===== config.mk =====
export PLATFORM = sky130hd
export DESIGN_NAME = zxdma_engine
export DESIGN_NICKNAME = d
export VERILOG_FILES = /design/src/rtl/zxdma_pkg.sv /design/src/rtl/zxdma_sync_edge.sv /design/src/rtl/zxdma_engine.sv
export SDC_FILE = /design/constraint.sdc
export NUM_CORES = 1
export LEC_CHECK = 0
export CORE_MARGIN = 2
export CORE_UTILIZATION = 35
export DETAILED_ROUTE_END_ITERATION = 12
export PLACE_DENSITY = 0.72
export SYNTH_ARGS = -nofsm -noshare
export SYNTH_HDL_FRONTEND = slang
export SYNTH_SLANG_ARGS = --single-unit

===== constraint.sdc =====
create_clock -name cpu_clock -period 1.9 [get_ports cpu_clock]
set_input_delay 0.285 -clock cpu_clock [delete_from_list [all_inputs] [get_ports cpu_clock]]
set_output_delay 0.285 -clock cpu_clock [all_outputs]
set_load 0.01 [all_outputs]

===== src/rtl/zxdma_pkg.sv =====
// Shared types and constants for the ZX-bus DMA engine.
package zxdma_pkg;

   localparam int ZXDMA_ADDR_W = 21;

   localparam logic [1:0] REG_ALO  = 2'd0;
   localparam logic [1:0] REG_AMID = 2'd1;
   localparam logic [1:0] REG_AHI  = 2'd2;
   localparam logic [1:0] REG_STAT = 2'd3;

   typedef enum logic [2:0] {
      IDLE,
      RD_REQ,
      RD_HOLD,
      WR_HOLD,
      WR_REQ
   } state_t;

endpackage


===== src/rtl/zxdma_sync_edge.sv =====
// Multi-flop synchronizer for an asynchronous ZX strobe with rise/fall pulses
// taken from the two oldest (fully settled) flops.
module zxdma_sync_edge #(
   parameter int SYNC_DEPTH = 3
) (
   input  logic cpu_clock,
   input  logic rst_n,
   input  logic i_async,
   output logic o_rise,
   output logic o_fall
);

   logic [SYNC_DEPTH-1:0] r_sync;

   always_ff @(posedge cpu_clock or negedge rst_n) begin
      if (!rst_n) begin
         r_sync <= '0;
      end else begin
         r_sync <= {r_sync[SYNC_DEPTH-2:0], i_async};
      end
   end

   assign o_rise = (r_sync[SYNC_DEPTH-1:SYNC_DEPTH-2] == 2'b01);
   assign o_fall = (r_sync[SYNC_DEPTH-1:SYNC_DEPTH-2] == 2'b10);

endmodule


===== src/rtl/zxdma_engine.sv =====
// Turns each ZX DMA-window memory cycle into one NGS memory byte transfer
// using an auto-incrementing address counter programmed by the NGS CPU.
module zxdma_engine
   import zxdma_pkg::*;
#(
   parameter int ADDR_W     = ZXDMA_ADDR_W,
   parameter int SYNC_DEPTH = 3
) (
   input  logic              cpu_clock,
   input  logic              rst_n,
   input  logic              dma_on,
   input  logic              zx_dmaread,
   input  logic              zx_dmawrite,
   input  logic [7:0]        zx_data_written,
   output logic              wait_ena,
   output logic [7:0]        dma_data_toberead,
   input  logic              reg_wr,
   input  logic [1:0]        reg_sel,
   input  logic [7:0]        reg_din,
   output logic [7:0]        reg_dout,
   output logic              mem_req,
   output logic              mem_rnw,
   output logic [ADDR_W-1:0] mem_addr,
   output logic [7:0]        mem_wd,
   input  logic [7:0]        mem_rd,
   input  logic              mem_ack,
   output logic              busy
);

   state_t              r_state;
   state_t              w_next;
   logic                w_rd_rise, w_rd_fall, w_wr_rise, w_wr_fall;
   logic                w_inc, w_start_rd, w_start_wr, w_latch_rd;
   logic [ADDR_W-1:0]   r_cnt;
   logic [ADDR_W-1:0]   w_cnt_next;
   logic [23:0]         w_cnt_pad;
   logic [ADDR_W-1:0]   r_mem_addr;
   logic                r_mem_rnw;
   logic [7:0]          r_mem_wd;
   logic [7:0]          r_rd_data;

   zxdma_sync_edge #(.SYNC_DEPTH(SYNC_DEPTH)) u_sync_rd (
      .cpu_clock (cpu_clock),
      .rst_n     (rst_n),
      .i_async   (zx_dmaread),
      .o_rise    (w_rd_rise),
      .o_fall    (w_rd_fall)
   );

   zxdma_sync_edge #(.SYNC_DEPTH(SYNC_DEPTH)) u_sync_wr (
      .cpu_clock (cpu_clock),
      .rst_n     (rst_n),
      .i_async   (zx_dmawrite),
      .o_rise    (w_wr_rise),
      .o_fall    (w_wr_fall)
   );

   always_ff @(posedge cpu_clock or negedge rst_n) begin
      if (!rst_n) begin
         r_state <= IDLE;
      end else begin
         r_state <= w_next;
      end
   end

   // Losing dma_on in a HOLD state abandons the cycle; in a REQ state the
   // memory transaction is always allowed to finish first.
   always_comb begin
      w_next     = r_state;
      w_inc      = 1'b0;
      w_start_rd = 1'b0;
      w_start_wr = 1'b0;
      w_latch_rd = 1'b0;
      case (r_state)
         IDLE: begin
            if (dma_on && w_rd_rise) begin
               w_next     = RD_REQ;
               w_start_rd = 1'b1;
            end else if (dma_on && w_wr_rise) begin
               w_next = WR_HOLD;
            end
         end
         RD_REQ: begin
            if (mem_ack) begin
               w_latch_rd = 1'b1;
               w_next     = dma_on ? RD_HOLD : IDLE;
            end
         end
         RD_HOLD: begin
            if (!dma_on) begin
               w_next = IDLE;
            end else if (w_rd_fall) begin
               w_inc  = 1'b1;
               w_next = IDLE;
            end
         end
         WR_HOLD: begin
            if (!dma_on) begin
               w_next = IDLE;
            end else if (w_wr_fall) begin
               w_start_wr = 1'b1;
               w_next     = WR_REQ;
            end
         end
         WR_REQ: begin
            if (mem_ack) begin
               w_inc  = 1'b1;
               w_next = IDLE;
            end
         end
         default: w_next = IDLE;
      endcase
   end

   // A CPU register write overrides only its own byte of the incremented value.
   always_comb begin
      w_cnt_next = w_inc ? (r_cnt + ADDR_W'(1)) : r_cnt;
      if (reg_wr) begin
         case (reg_sel)
            REG_ALO:  w_cnt_next[7:0]         = reg_din;
            REG_AMID: w_cnt_next[15:8]        = reg_din;
            REG_AHI:  w_cnt_next[ADDR_W-1:16] = reg_din[ADDR_W-17:0];
            default:  ;
         endcase
      end
   end

   always_ff @(posedge cpu_clock or negedge rst_n) begin
      if (!rst_n) begin
         r_cnt      <= '0;
         r_mem_addr <= '0;
         r_mem_rnw  <= 1'b1;
         r_mem_wd   <= '0;
         r_rd_data  <= '0;
      end else begin
         r_cnt <= w_cnt_next;
         if (w_start_rd) begin
            r_mem_addr <= r_cnt;
            r_mem_rnw  <= 1'b1;
         end
         if (w_start_wr) begin
            r_mem_addr <= r_cnt;
            r_mem_rnw  <= 1'b0;
            r_mem_wd   <= zx_data_written;
         end
         if (w_latch_rd) begin
            r_rd_data <= mem_rd;
         end
      end
   end

   assign w_cnt_pad = 24'(r_cnt);

   always_comb begin
      case (reg_sel)
         REG_ALO:  reg_dout = w_cnt_pad[7:0];
         REG_AMID: reg_dout = w_cnt_pad[15:8];
         REG_AHI:  reg_dout = w_cnt_pad[23:16];
         default:  reg_dout = {7'b0, busy};
      endcase
   end

   // WAIT is pre-armed while idle so the ZX is caught as soon as its cycle starts.
   assign wait_ena = rst_n && dma_on && ((r_state == IDLE) || (r_state == RD_REQ));
   assign mem_req  = (r_state == RD_REQ) || (r_state == WR_REQ);
   assign busy     = (r_state != IDLE);

   assign mem_rnw           = r_mem_rnw;
   assign mem_addr          = r_mem_addr;
   assign mem_wd            = r_mem_wd;
   assign dma_data_toberead = r_rd_data;

endmodule


==> results of run 1 <==
## what timing repair did
action	4_1_cts	5_1_grt
gates cloned	0	0
gates resized for setup	25	22
buffers inserted	0	7
setup endpoints to repair	23	34
pin swaps	2	11
hold endpoints to repair	0	0
## power by group
| group | internal [mW] | switching (mW) |
|---|---|---|
| combinational | 1.23 | 0.795 |
| sequential | 1.90 | 0.273 |
| clock | 0.633 | 0.553 |
## worst paths after layout
path / startpoint / to / slack [ps] / cells past startpoint
worst max-delay path: r_state[1] / reg_dout[0] / -150 / 3
worst min-delay path: rst_n / mem_addr[15] / 20 / 2
worst max register to register: r_state[2] / r_cnt[16] / -40 / 8
worst min register to register: u_sync_wr.r_sync[0] / u_sync_wr.r_sync[1] / 350 / 0
max in group asynchronous: rst_n / mem_rnw / 1540 / 2
min in group cpu_clock: u_sync_wr.r_sync[0] / u_sync_wr.r_sync[1] / 350 / 0
## placed cells by master, fill, tap and decap left out, types with 2 or more instances in the layout
cell / n
clkinvlp_4: 2
nor3b_4: 3
dfrtp_2: 2
nor4b_2: 2
mux2_2: 39
nor3_1: 2
nor2b_1: 2
xor2_1: 4
and4_1: 3
a21oi_1: 12
clkbuf_8: 10
buf_12: 2
o21ai_0: 13
nor2b_4: 3
xnor2_1: 18
mux2i_1: 8
buf_6: 5
and2_1: 2
clkdlybuf4s50_1: 68
nor2_1: 23
nand3_1: 2
clkbuf_2: 2
buf_4: 39
nand4_1: 2
nor3_2: 8
dfrtp_1: 65
nand2_1: 22
dlygate4sd2_1: 9
## state kept, by name (all words and copies together), names as in the netlist
signal / flops
mem_addr: 21
r_cnt: 21
dma_data_toberead: 8
mem_wd: 8
r_state: 3
u_sync_rd.r_sync: 3
u_sync_wr.r_sync: 3
mem_rnw: 1
## worst max-delay path, delay by kind of cell, from the launching register on
| kind | cells | cell delay [ps] |
|---|---|---|
| buffers and inverters | 1 | 140 |
| DFF | 1 | 390 |
| muxes | 1 | 500 |
| and+or+nand+nor | 1 | 400 |
## metal layers
metal,wire length [um],up-vias,track usage [%]
li1,-,1219,-
met3,570,14,5.866
met4,137,0,5.405
met2,3866,78,25.37
met5,0,-,0
met1,3626,1267,21.55
## stage by stage
| step | util (%) | hold WS, ps | setup slack [ps] |
|---|---|---|---|
| final | 52.46 | 22.40 | -153.1 |
| after CTS | 50.97 | 62.73 | -161.8 |
| after global placement | 48.77 | 337.3 | -295.8 |
| after global routing | 52.46 | 58.91 | -200.7 |
| after floorplan | - | -10.59 | 94.64 |
| after detailed placement | 48.77 | 337.8 | -290.6 |
## layout make-up
class,instances,area (um2),area share (%)
multi-input cells,192,1607,33.14
repair buffers,127,1179,24.32
well taps,129,161.4,3.330
flip-flops and latches,68,1705,35.18
inverters,1,3.754,0.07744
clock inverters,4,50.05,1.033
clock buffers,11,141.4,2.917
## kinds of logic (layout without fill, tap and decap cells)
| logic type | count (synthesis) | after routing |
|---|---|---|
| AO/OA/AOI/OAI | 32 | 32 |
| XOR/XNOR | 22 | 22 |
| adder cells (fa/ha/maj) | 1 | 1 |
| buffers and inverters | 14 | 143 |
| flip-flops | 68 | 68 |
| multiplexers | 49 | 49 |
| AND/OR/NAND/NOR | 88 | 88 |
==> impl_metrics.tcl, run 1 <==
set metrics [dict create \
    leakage_nw 2.061 \
    num_antenna_cells 0 \
    clock_latency_ps 340 \
    synth-simple-area-share_pct 16.75 \
    ir_drop_mv 0.4705 \
    maxSlewHeadroom_pct 73.45 \
    yosysSeqAreaShare_pct 51.22 \
    clock.fmax_mhz 487.1 \
    synth_edf_count 0 \
    synth.most_common_cell "dfrtp_1" \
    synthAdderAreaFrac_pct 0.3764 \
    synth-seq-cells 68 \
    wl_per_cell_um 15.41 \
    crit_arrival_ps 1770 \
    antenna_found_initial 0 \
    synth.distinct_cells 45 \
    route.detailed.drc 0 \
    grt_pass1_wl_um 13080 \
    synth_xor_xnor_area_share_pct 5.796 \
    synth_top_family_by_area "simple AND/OR/NAND/NOR gates" \
    place_area_um2 4507 \
    grt_max_degree 69 \
    track_usage_pct 16.41 \
    die_h_um 101.5 \
    nets 433 \
    syn2layout_area_growth_pct 45.80 \
    grt_overflow_total 0 \
    tns_ps -250.4 \
    synthDominantCellAreaShare_pct 50.43 \
    maxCapViolCount 0 \
    synth_area_leaders "dfrtp_1, mux2_2, xnor2_1" \
    dieArea_um2 10290 \
    required_ps 1620 \
    critPathKind "flip-flop to output port" \
    crit_path_cell_trace "or3_4 -> mux4_2 -> buf_6" \
    place_inst 510 \
    postSynthAreaPerCell_um2 12.13 \
    final_cells 532 \
    crit_path_end_kind "output port" \
    hold_viol_final 0 \
    io_pins 82 \
    worst_slew_pin_slew_ps 398.2 \
    num_vias 2578 \
    numCtsBuffers 9 \
    num-fill-cells 817 \
    vias_per_cell 4.846 \
    drt-pass1-iter-count 4 \
    ys.flop_type "dfrtp_1" \
    status "complete, but fails checks" \
    violations "setup timing" \
    start_kind "flip-flop" \
    cts.sinks 68 \
    cts_buffer_depth 2 \
    rsz0062_at_grt "true" \
    timing.final.ws_setup_ps -153.1 \
    skew_ps 10.66 \
    final_cell_area_um2 4847 \
    crit_path_top_delay_cell "mux4_2" \
    dpl.hpwl_um 5822 \
    die_w_um 101.5 \
    synth_common_cells "dfrtp_1, mux2_2, nand2_1, nor2_1, xnor2_1" \
    row_count 35 \
    period_needed_ps 2053 \
    yosys.area.top_type "dfrtp_1" \
    port_buffers 81 \
    post-route-period-util_pct 108.1 \
    drt_iter0_drc 166 \
    yosysWarningCount 0 \
    cts-root-buf "clkbuf_8" \
    htree_levels 3 \
    ant_nets 0 \
    routed_wl_um 8200 \
    synth_area_um2 3324 \
    core_area_um2 9240 \
    slew_viol_final 0 \
    syn-num-nets 308 \
    cts_tree "built" \
    worstPathMaxFanout 2 \
    postSynth.asyncResetShare_pct 100.0 \
    synth-compound-area-share_pct 6.022 \
    path_clk_slew_ps 80 \
    ctsHoldBuffers 0 \
    power_density_nw_per_um2 1111 \
    finalPower_mw 5.385 \
    grt_pass1_vias 2673 \
    min_path_type "input pin to asynchronous set/reset pin" \
    cp_slowest_stage_delay_ps 500 \
    syn_inst 274 \
    finalSetupViolations 4 \
    drive_gt1_share_pct 34.49 \
    gp_congestion 0.8940 \
    start_util_pct 35.98 \
    synthMuxAreaShare_pct 16.64 \
]
Power figures use the tool's default switching activity.
==> run 2: changes to the inputs <==
--- a/config.mk
+++ b/config.mk
@@ -5,10 +5,12 @@
 export SDC_FILE = /design/constraint.sdc
 export NUM_CORES = 1
 export LEC_CHECK = 0
+export CELL_PAD_IN_SITES_DETAIL_PLACEMENT = 1
+export CELL_PAD_IN_SITES_GLOBAL_PLACEMENT = 1
 export CORE_MARGIN = 2
 export CORE_UTILIZATION = 35
 export DETAILED_ROUTE_END_ITERATION = 12
-export PLACE_DENSITY = 0.72
+export PLACE_DENSITY = 0.85
 export SYNTH_ARGS = -nofsm -noshare
 export SYNTH_HDL_FRONTEND = slang
 export SYNTH_SLANG_ARGS = --single-unit
==> run 2 against run 1 <==
Critical path type unchanged. Count of clock-buffer cells in the layout is 2 higher. Setup slack worse by 3.8 ps. First-iteration DRC count is 7.2% higher. Global-route usage is 3.9 points higher. The flow still finishes with violations (setup timing). Cell area is 3.7% higher.
==> impl_metrics.tcl, run 2 (synthesis results as in run 1) <==
set metrics [dict create \
    final_cells 542 \
    grt_overflow_total 0 \
    post-place-ws_ps -376.5 \
    final_core_util_pct 54.42 \
    nets 443 \
    min_path_type "input pin to asynchronous set/reset pin" \
    crit_arrival_ps 1770 \
    row_count 35 \
    violations "setup timing" \
    num_antenna_cells 0 \
    skew_ps 4.851 \
    crit_path_end_kind "output port" \
    hold_viol_final 0 \
    timing.final.ws_setup_ps -156.9 \
    drt_iter0_drc 178 \
    cts_tree "built" \
    tns_ps -659.7 \
    place_inst 510 \
    finalSetupViolations 14 \
    drive_gt1_share_pct 36.80 \
    period_needed_ps 2057 \
    wl_per_cell_um 20.83 \
    grt_max_degree 69 \
    routed_wl_um 11290 \
    dpl.hpwl_um 6813 \
    rsz0062_at_grt "true" \
    final_cell_area_um2 5029 \
    die_w_um 101.5 \
    maxCapViolCount 0 \
    route.detailed.drc 0 \
    syn2layout_area_growth_pct 51.26 \
    ant_nets 0 \
    required_ps 1620 \
    start_kind "flip-flop" \
    vias_per_cell 5.194 \
    leakage_nw 2.212 \
    track_usage_pct 20.28 \
    core_area_um2 9240 \
    slew_viol_final 0 \
    grt_pass1_vias 2920 \
    numCtsBuffers 9 \
    place_area_um2 4507 \
    grt_pass1_wl_um 15670 \
    port_buffers 81 \
    num-fill-cells 980 \
    cts.sinks 68 \
    mostFrequentLayoutCells "clkdlybuf4s50_1, dfrtp_1, buf_4, mux2_2, nand2_1" \
    io_pins 82 \
    drt-pass1-iter-count 4 \
    post-route-period-util_pct 108.3 \
    clock.fmax_mhz 486.2 \
    die_h_um 101.5 \
    htree_levels 3 \
    ir_drop_mv 0.5565 \
    finalPower_mw 5.479 \
    cts_buffer_depth 2 \
    maxSlewHeadroom_pct 42.07 \
    ctsHoldBuffers 0 \
    worstPathMaxFanout 2 \
    dieArea_um2 10290 \
    layout_commonest_cell "clkdlybuf4s50_1" \
    cts-root-buf "clkbuf_8" \
    gp_congestion 0.8367 \
    whs_ps 156.7 \
    clock_latency_ps 340 \
    status "complete, but fails checks" \
    path_clk_slew_ps 70 \
    start_util_pct 35.98 \
    num_vias 2815 \
    antenna_found_initial 0 \
    worst_slew_pin_slew_ps 869.0 \
    critPathKind "flip-flop to output port" \
    power_density_nw_per_um2 1090 \
]
-- run 2: power breakdown --
group / switching, mW / internal, mW
sequential: 0.300 / 1.90
combinational: 0.914 / 1.30
clock: 0.537 / 0.535
total: 1.75 / 3.73
-- run 2: cell type report --
cell class,count,area (um2),share of cell area [%]
clock buffer,13,158.9,3.160
clock inverter,2,10.01,0.1991
timing repair buffer,137,1319,26.23
multi-input combinational,192,1669,33.19
inverter,1,3.754,0.07465
sequential,68,1707,33.94
tap,129,161.4,3.210
-- run 2: critical path, stage by stage (launching register included) --
cell and delay [ps]:
dfrtp_1 390, or3_4 410, mux4_2 480, buf_2 150
-- run 2: final timing paths --
check                                    start                  end  slack [ps]  depth (start not counted)
max                                 r_state[1]          reg_dout[0]        -160                          3
min                                      rst_n  u_sync_wr.r_sync[1]         160                          2
max reg2reg                         r_state[1]            r_cnt[15]         -80                         10
min reg2reg                u_sync_rd.r_sync[0]  u_sync_rd.r_sync[1]         350                          0
max in group asynchronous                rst_n            r_cnt[14]        1110                          2
min in group cpu_clock     u_sync_rd.r_sync[0]  u_sync_rd.r_sync[1]         350                          0
-- run 2: what timing repair did --
item / CTS / global route
buffers inserted: 1 / 15
cloned: 1 / 0
resized for setup: 25 / 45
pin swaps: 5 / 32
endpoints found under the setup margin: 42 / 44
-- run 2: per-layer routing --
| layer | up-vias | track usage (%) | wire, um |
|---|---|---|---|
| li1 | 1240 | - | - |
| met4 | 0 | 8.316 | 301 |
| met2 | 82 | 34.39 | 5928 |
| met5 | - | 0 | 0 |
| met3 | 27 | 4.969 | 490 |
| met1 | 1466 | 24.77 | 4571 |
